--- src/rtl/usb_rx_pkg.sv ---
// Shared receive-path types and constants for the USB bit unstuffer.
package usb_rx_pkg;
   typedef enum logic [1:0] {IDLE, RUN, STRIP, ERROR} unstuff_state_t;
   localparam int USB_STUFF_RUN = 6;
endpackage

--- src/rtl/bit_unstuffer_if.sv ---
// Serial bit-stream bundle between the NRZI decoder, the unstuffer and the CRC/packet decoder.
interface bit_unstuffer_if;
   logic in_bit;
   logic nrzi_sending;
   logic out_bit;
   logic out_valid;
   logic unstuff_sending;
   logic packet_done;
   logic stuff_err;

   modport master (output in_bit, nrzi_sending,
                   input  out_bit, out_valid, unstuff_sending, packet_done, stuff_err);
   modport slave  (input  in_bit, nrzi_sending,
                   output out_bit, out_valid, unstuff_sending, packet_done, stuff_err);
endinterface

--- src/rtl/unstuffer_fsm.sv ---
// Stuffing state machine and run-of-ones counter; decides per cycle whether a bit is data.
// The BIT_STUFF_ERR_EN macro compiles in violation detection and the ERROR state.
module unstuffer_fsm
   import usb_rx_pkg::*;
#(
   parameter int MAX_ONES = USB_STUFF_RUN
) (
   input  logic           clock,
   input  logic           reset_n,
   input  logic           in_bit_i,
   input  logic           sending_i,
   output unstuff_state_t state_o,
   output logic           valid_d_o,
   output logic           err_d_o
);
   localparam int CW = $clog2(MAX_ONES + 1);
   localparam logic [CW-1:0] MAX_C = CW'(MAX_ONES);

   unstuff_state_t state_q, state_d;
   logic [CW-1:0]  cnt_q, cnt_d, cnt_inc;

   always_ff @(posedge clock or negedge reset_n) begin
      if (!reset_n) begin
         state_q <= IDLE;
         cnt_q   <= '0;
      end else begin
         state_q <= state_d;
         cnt_q   <= cnt_d;
      end
   end

   // cnt_q < MAX_ONES whenever a 1 is counted, so the increment cannot wrap
   assign cnt_inc = cnt_q + CW'(1);

   always_comb begin
      state_d   = state_q;
      cnt_d     = cnt_q;
      valid_d_o = 1'b0;
      err_d_o   = 1'b0;
      if (!sending_i) begin
         state_d = IDLE;
         cnt_d   = '0;
      end else begin
         case (state_q)
            IDLE, RUN: begin
               valid_d_o = 1'b1;
               if (in_bit_i) begin
                  cnt_d   = cnt_inc;
                  state_d = (cnt_inc == MAX_C) ? STRIP : RUN;
               end else begin
                  cnt_d   = '0;
                  state_d = RUN;
               end
            end
            STRIP: begin
               if (!in_bit_i) begin
                  cnt_d   = '0;
                  state_d = RUN;
               end else begin
`ifdef BIT_STUFF_ERR_EN
                  err_d_o = 1'b1;
                  cnt_d   = '0;
                  state_d = ERROR;
`else
                  // tolerate the violation: keep the 1 as data and start a new run
                  valid_d_o = 1'b1;
                  cnt_d     = CW'(1);
                  state_d   = RUN;
`endif
               end
            end
`ifdef BIT_STUFF_ERR_EN
            ERROR: state_d = ERROR;
`endif
            default: begin
               state_d = IDLE;
               cnt_d   = '0;
            end
         endcase
      end
   end

   assign state_o = state_q;
endmodule

--- src/rtl/bit_unstuffer.sv ---
// Bit unstuffer top: registers every output one cycle after its input and flags packet end.
// Optional macro BIT_STUFF_ERR_EN enables stuff_err and the ERROR state.
module bit_unstuffer
   import usb_rx_pkg::*;
#(
   parameter int MAX_ONES = USB_STUFF_RUN
) (
   input  logic            clock,
   input  logic            reset_n,
   bit_unstuffer_if.slave  bus
);
   unstuff_state_t state;
   logic           valid_d, err_d;
   logic           out_bit_q, out_valid_q, sending_q, done_q, err_q;

   unstuffer_fsm #(.MAX_ONES(MAX_ONES)) u_fsm (
      .clock     (clock),
      .reset_n   (reset_n),
      .in_bit_i  (bus.in_bit),
      .sending_i (bus.nrzi_sending),
      .state_o   (state),
      .valid_d_o (valid_d),
      .err_d_o   (err_d)
   );

   always_ff @(posedge clock or negedge reset_n) begin
      if (!reset_n) begin
         out_bit_q   <= 1'b0;
         out_valid_q <= 1'b0;
         sending_q   <= 1'b0;
         done_q      <= 1'b0;
         err_q       <= 1'b0;
      end else begin
         out_bit_q   <= bus.in_bit & valid_d;
         out_valid_q <= valid_d;
         sending_q   <= bus.nrzi_sending;
         // keyed on state, not on the delayed qualifier, so a reset-aborted packet never reports done
         done_q      <= (state != IDLE) & ~bus.nrzi_sending;
`ifdef BIT_STUFF_ERR_EN
         err_q       <= err_d;
`else
         err_q       <= 1'b0;
`endif
      end
   end

   assign bus.out_bit         = out_bit_q;
   assign bus.out_valid       = out_valid_q;
   assign bus.unstuff_sending = sending_q;
   assign bus.packet_done     = done_q;
   assign bus.stuff_err       = err_q;
endmodule
--- src/flat_wrapper.sv ---
// flat-port wrapper written by rule: the top's interface ports become plain ports
module bit_unstuffer_flat import usb_rx_pkg::*;
#(
   parameter int MAX_ONES = USB_STUFF_RUN
)
  (clock, reset_n, bus_in_bit, bus_nrzi_sending, bus_out_bit, bus_out_valid, bus_unstuff_sending, bus_packet_done, bus_stuff_err);
  bit_unstuffer_if bus_i ();
  input  logic clock;
  input  logic reset_n;
  input wire logic [$bits(bus_i.in_bit)-1:0] bus_in_bit;
  input wire logic [$bits(bus_i.nrzi_sending)-1:0] bus_nrzi_sending;
  output wire logic [$bits(bus_i.out_bit)-1:0] bus_out_bit;
  output wire logic [$bits(bus_i.out_valid)-1:0] bus_out_valid;
  output wire logic [$bits(bus_i.unstuff_sending)-1:0] bus_unstuff_sending;
  output wire logic [$bits(bus_i.packet_done)-1:0] bus_packet_done;
  output wire logic [$bits(bus_i.stuff_err)-1:0] bus_stuff_err;
  assign bus_i.in_bit = bus_in_bit;
  assign bus_i.nrzi_sending = bus_nrzi_sending;
  assign bus_out_bit = bus_i.out_bit;
  assign bus_out_valid = bus_i.out_valid;
  assign bus_unstuff_sending = bus_i.unstuff_sending;
  assign bus_packet_done = bus_i.packet_done;
  assign bus_stuff_err = bus_i.stuff_err;
  bit_unstuffer #(.MAX_ONES(MAX_ONES)) u_core (.clock(clock), .reset_n(reset_n), .bus(bus_i));
endmodule
--- config.mk ---
export PLATFORM = sky130hd
export DESIGN_NAME = bit_unstuffer_flat
export DESIGN_NICKNAME = d
export VERILOG_FILES = /design/src/rtl/usb_rx_pkg.sv /design/src/rtl/bit_unstuffer_if.sv /design/src/rtl/unstuffer_fsm.sv /design/src/rtl/bit_unstuffer.sv /design/src/flat_wrapper.sv
export SDC_FILE = /design/constraint.sdc
export NUM_CORES = 1
export LEC_CHECK = 0
export BUFFER_PORTS_ARGS = -buffer_cell sky130_fd_sc_hd__buf_2
export CAP_MARGIN = 25
export CORE_AREA = 2 2 39 41
export DETAILED_ROUTE_END_ITERATION = 8
export DIE_AREA = 0 0 41 43
export GPL_TIMING_DRIVEN = 0
export SLEW_MARGIN = 15
export SYNTH_ARGS = -nofsm -noshare
export SYNTH_HDL_FRONTEND = slang
export SYNTH_SLANG_ARGS = --single-unit
export TNS_END_PERCENT = 50
--- constraint.sdc ---
create_clock -name clock -period 1.6 [get_ports clock]
set_clock_uncertainty 0.15 [all_clocks]
set_input_delay 0.24 -clock clock [delete_from_list [all_inputs] [get_ports clock]]
set_output_delay 0.24 -clock clock [all_outputs]
set_load 0.01 [all_outputs]
### After elaboration in Yosys (flattened, before gate mapping)

Cells that the tools add are included.

* shifts and indexed selects: 0
* eq/ne operators: 3
* bitwise gates (word level): 3
* order comparisons: 0
* reductions and logical operators: 3
* multiplexer cells: 11
* multiply operators: 0
* add/sub/neg operators: 1
* divide/modulo/power cells: 0

Operator list (count)
* $mux W2: 3
* $mux W3: 2
* $pmux W3 S2: 1
* $pmux W2 S2: 1
* $add A3 B1 Y3 const B: 1
* $eq A3 B3 Y1 const B: 1
* $mux W1: 3
* $and A1 B1 Y1: 2
* $eq A2 B1 Y1 const B: 1
* $eq A2 B2 Y1 const B: 1
* $logic_not A2 Y1: 1
* $pmux W1 S2: 1
* $reduce_bool A2 Y1: 1
* $reduce_or A2 Y1: 1
* $not A1 Y1: 1

* flip-flop bits (word level): 9
* memories: 0
* bits of input ports: 4
* output and inout bits: 5
* memory bits (writable): 0
* bits in latches: 0
* ROM bits: 0

### Logic depth before layout (Yosys ltp)

Gate-level depths: netlist (run 1).

* depth in word-level cells: 6
* depth in mapped cells: 4
* gate-level depth less buffers: 4

### By module

Synthesis (run 1) repeated with hierarchy kept, for this count alone.

* cells, all modules: 30
* area, all modules: 379.1 um2

Modules (own cells, without submodules)
* unstuffer_fsm: instances 1, cells each 22, area each 251.5 um2
* bit_unstuffer: instances 1, cells each 8, area each 127.6 um2

### Least setup slack after synthesis (run 1)

Ideal clock, no wire load.

* path kind: register -> register
* from: register u_core.u_fsm.cnt_q[0]
* to: register u_core.u_fsm.state_q[0] (netlist: u_core.u_fsm.state_o[0])
* library setup time: 0.120 ns
* cell stages (with the launch flop): 4
* buffers on the path: 0
* data arrival time: 0.932 ns
* path slack: 0.398 ns
* period minus slack after synthesis: 1.202 ns
* cells stage by stage: dfrtp_1 -> ha_1 -> xnor2_1 -> o211a_1

* longest elaborated chain between the ends: 6

Ends and longest elaborated chain
* from (decl): RTL line unstuffer_fsm.sv:20 `logic [CW-1:0] cnt_q, cnt_d, cnt_inc;`
* from (signal assigned): RTL line unstuffer_fsm.sv:28 `cnt_q <= cnt_d;`
* $add A3 B1 Y3: RTL line unstuffer_fsm.sv:33 `assign cnt_inc = cnt_q + CW'(1);`
* $eq A3 B3 Y1: RTL line unstuffer_fsm.sv:49 `state_d = (cnt_inc == MAX_C) ? STRIP : RUN;`
* $mux W2: RTL line unstuffer_fsm.sv:49
* $mux W2: RTL line unstuffer_fsm.sv:47 `if (in_bit_i) begin`
* $pmux W2 S2: RTL line unstuffer_fsm.sv:44 `case (state_q)`
* $mux W2: RTL line unstuffer_fsm.sv:40 `if (!sending_i) begin`
* via u_core.u_fsm.state_d[0]: RTL line unstuffer_fsm.sv:19 `unstuff_state_t state_q, state_d;`
* to (signal assigned): RTL line unstuffer_fsm.sv:27 `state_q <= state_d;`
* to (decl): RTL line unstuffer_fsm.sv:19

The timed path passes the listed nets, and every way through them passes these cells.

### Worst setup path in the final report (run 1)

Same ends and word-level chain as after synthesis.

==> metrics.md, run 1 <==
| Metric | Value |
|---|---|
| Peak supply drop | `0.325 mV` |
| Root Buffer | `clkbuf_4` |
| Top FF cell, synth | `dfrtp_1` |
| Gr usage total | `0.0974` |
| Synth cell count leaders | `dfrtp_1 (9), nor2_1 (4), ha_1 (2), nand2_1 (2)` |
| Post-synthesis register bit count | `9` |
| Crit end category | `flip-flop` |
| Setup tns final | `0 ps` |
| Routability-driven placement congestion ratio | `0.690` |
| Area occupied by multi-input gates | `143 um2` |
| Die W | `41 um` |
| Largest cells by area after synthesis | `dfrtp_1 (59%), ha_1 (6.6%), nand3b_4 (5.3%)` |
| 1st-iter DRT viols | `0` |
| Syn nets | `36` |
| Synth Area in Compound Gates | `0.0594` |
| Top-count cell post-synth | `dfrtp_1` |
| Post-synth cell types | `17` |
| FP Rows | `14` |
| FF-to-FF path depth | `3` |
| Hold path depth | `1` |
| Req. time, crit path | `1660 ps` |
| Final net count | `49` |
| CTS Buf Count | `3` |
| Vias | `248` |
| Final wirelength | `621 um` |
| Synth Area in Simple Gates | `0.218` |
| EDFF count, synth | `0` |
| Wirelength per Cell | `~11 um` |
| Sequential-to-total area share from yosys stat | `0.594` |
| Max FO, Critical Path | `3` |
| Drt drc | `0` |
| Fillers | `~130` |
| Initial Util | `0.274` |
| Die ar. | `0.00176 mm2` |
| Pins Over Slew Limit | `0` |
| Avg Cell Area, Syn | `12.6 um2` |
| CTS resizes | `0` |
| Pin count of the biggest net entering global routing | `10` |
| RSZ-0062 raised after global routing | `no` |
| Worst-path clk slew | `roughly 60 ps` |
| Worst-Skew Late Latency | `260 ps` |
| Lkg Pwr | `0.238 nW` |
| Flip-flop and latch area | `225 um2` |
| Clk sinks | `9` |
| Power per cell area | `around 980 mW/mm2` |
| Dpl hpwl | `462 um` |
| Die Y | `43 um` |
| Antenna-violating nets left | `0` |
| Share of layout cells above drive strength 1 | `0.310` |
| Final Hold Vio Count | `0` |
| Largest family of logic cells by synthesized area | `simple AND/OR/NAND/NOR gates` |
| Fin crit share | `0.789` |
| Post-place setup slack | `327 ps` |
| Layout area overhead | `24.1%` |
| Area leader, netlist | `dfrtp_1` |
| Mux cell area share after synthesis | `0` |
| Setup Viol. Count Final | `0` |
| Yosys warns | `0` |
| Critical path class | `flip-flop to flip-flop` |
| Post-Syn Instances | `30` |
| Vias in the first global route | `251` |
| Total of max-cap violations | `0` |
| Top cell type's share of synthesized area | `0.594` |
| Minimum clock period | `roughly 1300 ps` |
| Xor-xnor portion of the synthesized cell area | `0.0231` |
| Synthesized area | `approximately 380 um2` |
| Grt ovf | `0` |
| Adder-cell share of the synthesized area | `0.0660` |
| Status | `completed` |
| First-pass iteration count of the detailed router | `1` |
| Asr flop ratio synth | `1.00` |
| Core box area | `0.00138 mm2` |
| Global-route wire length before repair | `roughly 1.1 mm` |
| Fmax | `0.792 GHz` |
| R2R Setup Slk | `around 340 ps` |
| Final setup margin | `338 ps` |
| I/O Buffers | `7` |
| CP Launch Type | `flip-flop` |
| CTS tree | `yes` |
| Hold Slack | `20.6 ps` |
| Vias per cell | `~4.3` |
| Clk buf depth | `2` |
| Worst Hold Class | `input pin to flip-flop` |
| IO Pins | `9` |
| N_diodes | `0` |
| Initial antenna violation count | `0` |
| Arr. time, crit path | `roughly 1300 ps` |
| Htree depth | `1` |
## critical path, cell delays in order, from the launching register on
cell and delay [ps]:
dfrtp_1 390, ha_1 210, xnor2_1 250, o211a_1 190
## placed cells by master, fill, tap and decap left out, drive strengths merged, types with 2 or more instances in the layout
cell type and instances:
clkbuf 4, dfrtp 9, ha 2, nand2 2, nand3b 2, buf 8
nor2 4, nor3b 2
## power by group
part | switching [mW] | total, mW | leakage, nW | internal, mW
combinational | 0.0215 | 0.0398 | 0.107 | 0.0182
sequential | 0.00372 | 0.240 | 0.116 | 0.236
clock | 0.0832 | 0.179 | 0.0150 | 0.0963
total | 0.108 | 0.459 | 0.238 | 0.351
## registers in the layout (all words and copies together) (netlist names)
| register | flops |
|---|---|
| u_core.u_fsm.cnt_q | 3 |
| u_core.u_fsm.state_o | 2 |
| u_core.bus.out_bit | 1 |
| u_core.bus.out_valid | 1 |
| u_core.bus.packet_done | 1 |
| u_core.bus.unstuff_sending | 1 |
## per-layer routing
metal / track usage / routed length [um] / vias up
li1: - / - / 121
met1: 0.103 / 260 / 119
met2: 0.134 / 304 / 8
met3: 0.0366 / 56 / 0
met4: 0.100 / 0 / 0
met5: 0 / 0 / -
## worst paths after layout
path,to,startpoint
hold reg to reg,u_core.bus.out_bit,u_core.u_fsm.state_o[0]
setup / recovery,u_core.u_fsm.state_o[0],u_core.u_fsm.cnt_q[0]
min in group asynchronous,u_core.bus.out_valid,reset_n
setup reg to reg,u_core.u_fsm.state_o[0],u_core.u_fsm.cnt_q[0]
hold / removal,u_core.bus.unstuff_sending,bus_nrzi_sending
max in group asynchronous,u_core.u_fsm.cnt_q[2],reset_n
## cell families (layout without fill, tap and decap cells)
family	after synthesis	after routing
DFF	9	9
adders and majority gates	2	2
and+or+nand+nor	12	12
AOI/OAI and AO/OA	3	3
xor gates and xnor gates	1	1
buffers and inverters	2	14
other	1	1
## timing repair
item,in CTS,in global routing
hold endpoints to repair,9,0
hold buffers,1,0
setup buffers,0,0
## through the flow
stage / instance area, um2 / instances / utilization / power [mW]
CTS: 470 / 58 / 0.340 / 0.471
detailed placement: 434 / 53 / 0.314 / 0.284
global route: 470 / 58 / 0.340 / 0.487
floorplan: 379 / 30 / - / 0.264
global placement: 434 / 53 / 0.314 / 0.283
finish: 470 / 58 / 0.340 / 0.459
## cell type report
| class | instances | share of cell area |
|---|---|---|
| sequential | 9 | 0.479 |
| multi-input combinational | 19 | 0.303 |
| timing repair buffer | 8 | 0.0957 |
| clock buffer | 4 | 0.0559 |
| tap | 16 | 0.0426 |
| buffer | 1 | 0.0160 |
| inverter | 1 | 0.00798 |
No activity file was read; power rests on OpenSTA's default activity.
==> inputs of run 2 (changes only) <==
Clock period 1.6 ns to 1.1 ns, I/O delays scaled along.
==> metrics.md, run 2 (synthesis results as in run 1) <==
| Metric | Value |
|---|---|
| Worst Hold Class | `input pin to flip-flop` |
| Initial Util | `0.274 (unchanged)` |
| Global-route wire length before repair | `945 um (-11%)` |
| Initial antenna violation count | `0 (unchanged)` |
| Root Buffer | `clkbuf_4` |
| Total of max-cap violations | `0 (unchanged)` |
| Drt drc | `0 (unchanged)` |
| R2R Setup Slk | `-110 ps (-450 ps)` |
| First-pass iteration count of the detailed router | `2 (+1)` |
| Die W | `41 um (unchanged)` |
| Total power | `659 uW (+43%)` |
| FF-to-FF End | `u_core.u_fsm.state_o[0]` |
| Peak supply drop | `0.413 mV (+27%)` |
| Status | `finished, violations left` |
| FP Rows | `14 (unchanged)` |
| Vias in the first global route | `241 (-4.0%)` |
| Max incr delay on CP | `400 ps (about the same)` |
| I/O Buffers | `7 (unchanged)` |
| Htree depth | `1 (unchanged)` |
| Crit path max-delay cell type | `dfrtp_1` |
| Top reg by flops | `u_core.u_fsm.cnt_q` |
| Final setup margin | `-109 ps (-447 ps)` |
| Req. time, crit path | `1090 ps (-570 ps)` |
| CP Launch Type | `flip-flop` |
| Die ar. | `0.00176 mm2 (unchanged)` |
| RSZ-0062 raised after global routing | `yes` |
| Design Area, Final | `497 um2 (+5.6%)` |
| Pins Over Slew Limit | `0 (unchanged)` |
| Max FO, Critical Path | `3 (unchanged)` |
| IO Pins | `9 (unchanged)` |
| Fin crit share | `1.10 (+0.310)` |
| Final net count | `50 (+2.0%)` |
| Final wirelength | `550 um (-11%)` |
| Launching point of the worst reg2reg path | `u_core.u_fsm.cnt_q[0]` |
| CTS tree | `yes` |
| 1st-iter DRT viols | `3 (+3)` |
| Layout area overhead | `31.0%` |
| Share of layout cells above drive strength 1 | `0.349 (+0.0393)` |
| Lkg Pwr | `0.241 nW (+1.6%)` |
| N_diodes | `0 (unchanged)` |
| Die Y | `43 um (unchanged)` |
| CP startpoint | `u_core.u_fsm.cnt_q[0]` |
| Failing checks | `negative setup slack` |
| Gr usage total | `0.0891 (-0.00829)` |
| Arr. time, crit path | `1200 ps (-120 ps)` |
| Vias | `242 (-2.4%)` |
| Max reg flops | `3 (unchanged)` |
| Critical-path cell list | `ha_2 -> xnor2_2 -> o211a_1` |
| FF-to-FF path depth | `3 (unchanged)` |
| Commonest non-fill, non-tap cell in the layout | `dfrtp_1` |
| Vias per cell | `4.10 (-4.1%)` |
| Grt ovf | `0 (unchanged)` |
| Fmax | `0.827 GHz (+4.4%)` |
| Clk buf depth | `2 (unchanged)` |
| Clk sinks | `9 (unchanged)` |
| Minimum clock period | `1210 ps (-53.3 ps)` |
| Power per cell area | `1330 mW/mm2 (+36%)` |
| Core box area | `0.00138 mm2 (unchanged)` |
| Crit end category | `flip-flop` |
| CTS Buf Count | `3 (unchanged)` |
| Routability-driven placement congestion ratio | `0.633 (-8.2%)` |
| Antenna-violating nets left | `0 (unchanged)` |
| Crit path capture | `u_core.u_fsm.state_o[0]` |
| Pin count of the biggest net entering global routing | `10 (unchanged)` |
| Commonest cells after routing, fill and taps aside | `dfrtp_1 (9), buf_2 (6), nor2_1 (4), clkbuf_4 (3)` |
| Area after DPL | `444 um2 (+2.3%)` |
| Critical path class | `flip-flop to flip-flop` |
| Setup Viol. Count Final | `3 (+3)` |
| Dpl hpwl | `422 um (-8.5%)` |
| Worst-path clk slew | `60 ps (about the same)` |
| Wirelength per Cell | `9.32 um (-13%)` |
| Final Hold Vio Count | `0 (unchanged)` |
| Worst-Skew Late Latency | `250 ps (about the same)` |
[run 2: metrics by stage]
| step | setup WS (ps) | hold slack [ps] | util | TNS [ps] | std cells |
|---|---|---|---|---|---|
| after floorplan | -51.9 | -281 | - | -51.9 | 30 |
| after global routing | -158 | 32.5 | 0.359 | -329 | 59 |
| final | -109 | 43.2 | 0.359 | -153 | 59 |
| after CTS | -127 | 35.7 | 0.354 | -214 | 59 |
| after global placement | -113 | -125 | 0.321 | -187 | 53 |
| after detailed placement | -119 | -121 | 0.321 | -200 | 53 |
[run 2: where the power goes]
group	switching, mW	internal (mW)	total (mW)	leakage, nW
clock network	0.107	0.139	0.246	0.0150
registers	0.00604	0.344	0.350	0.116
logic	0.0315	0.0315	0.0630	0.111
total	0.144	0.515	0.659	0.241
[run 2: worst min-delay path by stage]
stage                     cells past startpoint             start                       to  slack, ps
after CTS                                     2  bus_nrzi_sending  u_core.u_fsm.state_o[0]         40
final                                         2  bus_nrzi_sending  u_core.u_fsm.state_o[0]         40
after global placement                        1           reset_n   u_core.bus.packet_done       -120
after floorplan                               0           reset_n       u_core.bus.out_bit       -280
after global routing                          2  bus_nrzi_sending  u_core.u_fsm.state_o[0]         30
after detailed placement                      1           reset_n   u_core.bus.packet_done       -120
[run 2: what timing repair did]
action | CTS | global route
resized for setup | 0 | 1
pin swaps | 1 | 0
setup buffers | 0 | 0
endpoints found under the setup margin | 3 | 6
hold endpoints to repair | 11 | 0
hold buffers | 2 | 0
[run 2: area by class of cell]
cell class,instances,area (um2)
fill,141,887
sequential,9,225
multi-input combinational,19,153
timing repair buffer,9,61.3
clock buffer,4,26.3
tap,16,20.0
buffer,1,7.51
inverter,1,3.75
[run 2: per-layer routing]
layer	track usage	routed length (um)	vias up
met4	0.100	23	0
met3	0.0471	48	4
met1	0.0924	227	106
met2	0.113	251	10
li1	-	-	122
met5	0	0	-
[run 2: worst max-delay path: cells and delay by family, from the launching register on]
family,cells,cell delay [ps]
AOI/OAI and AO/OA,1,210
DFF,1,400
xor gates and xnor gates,1,140
adders and majority gates,1,190
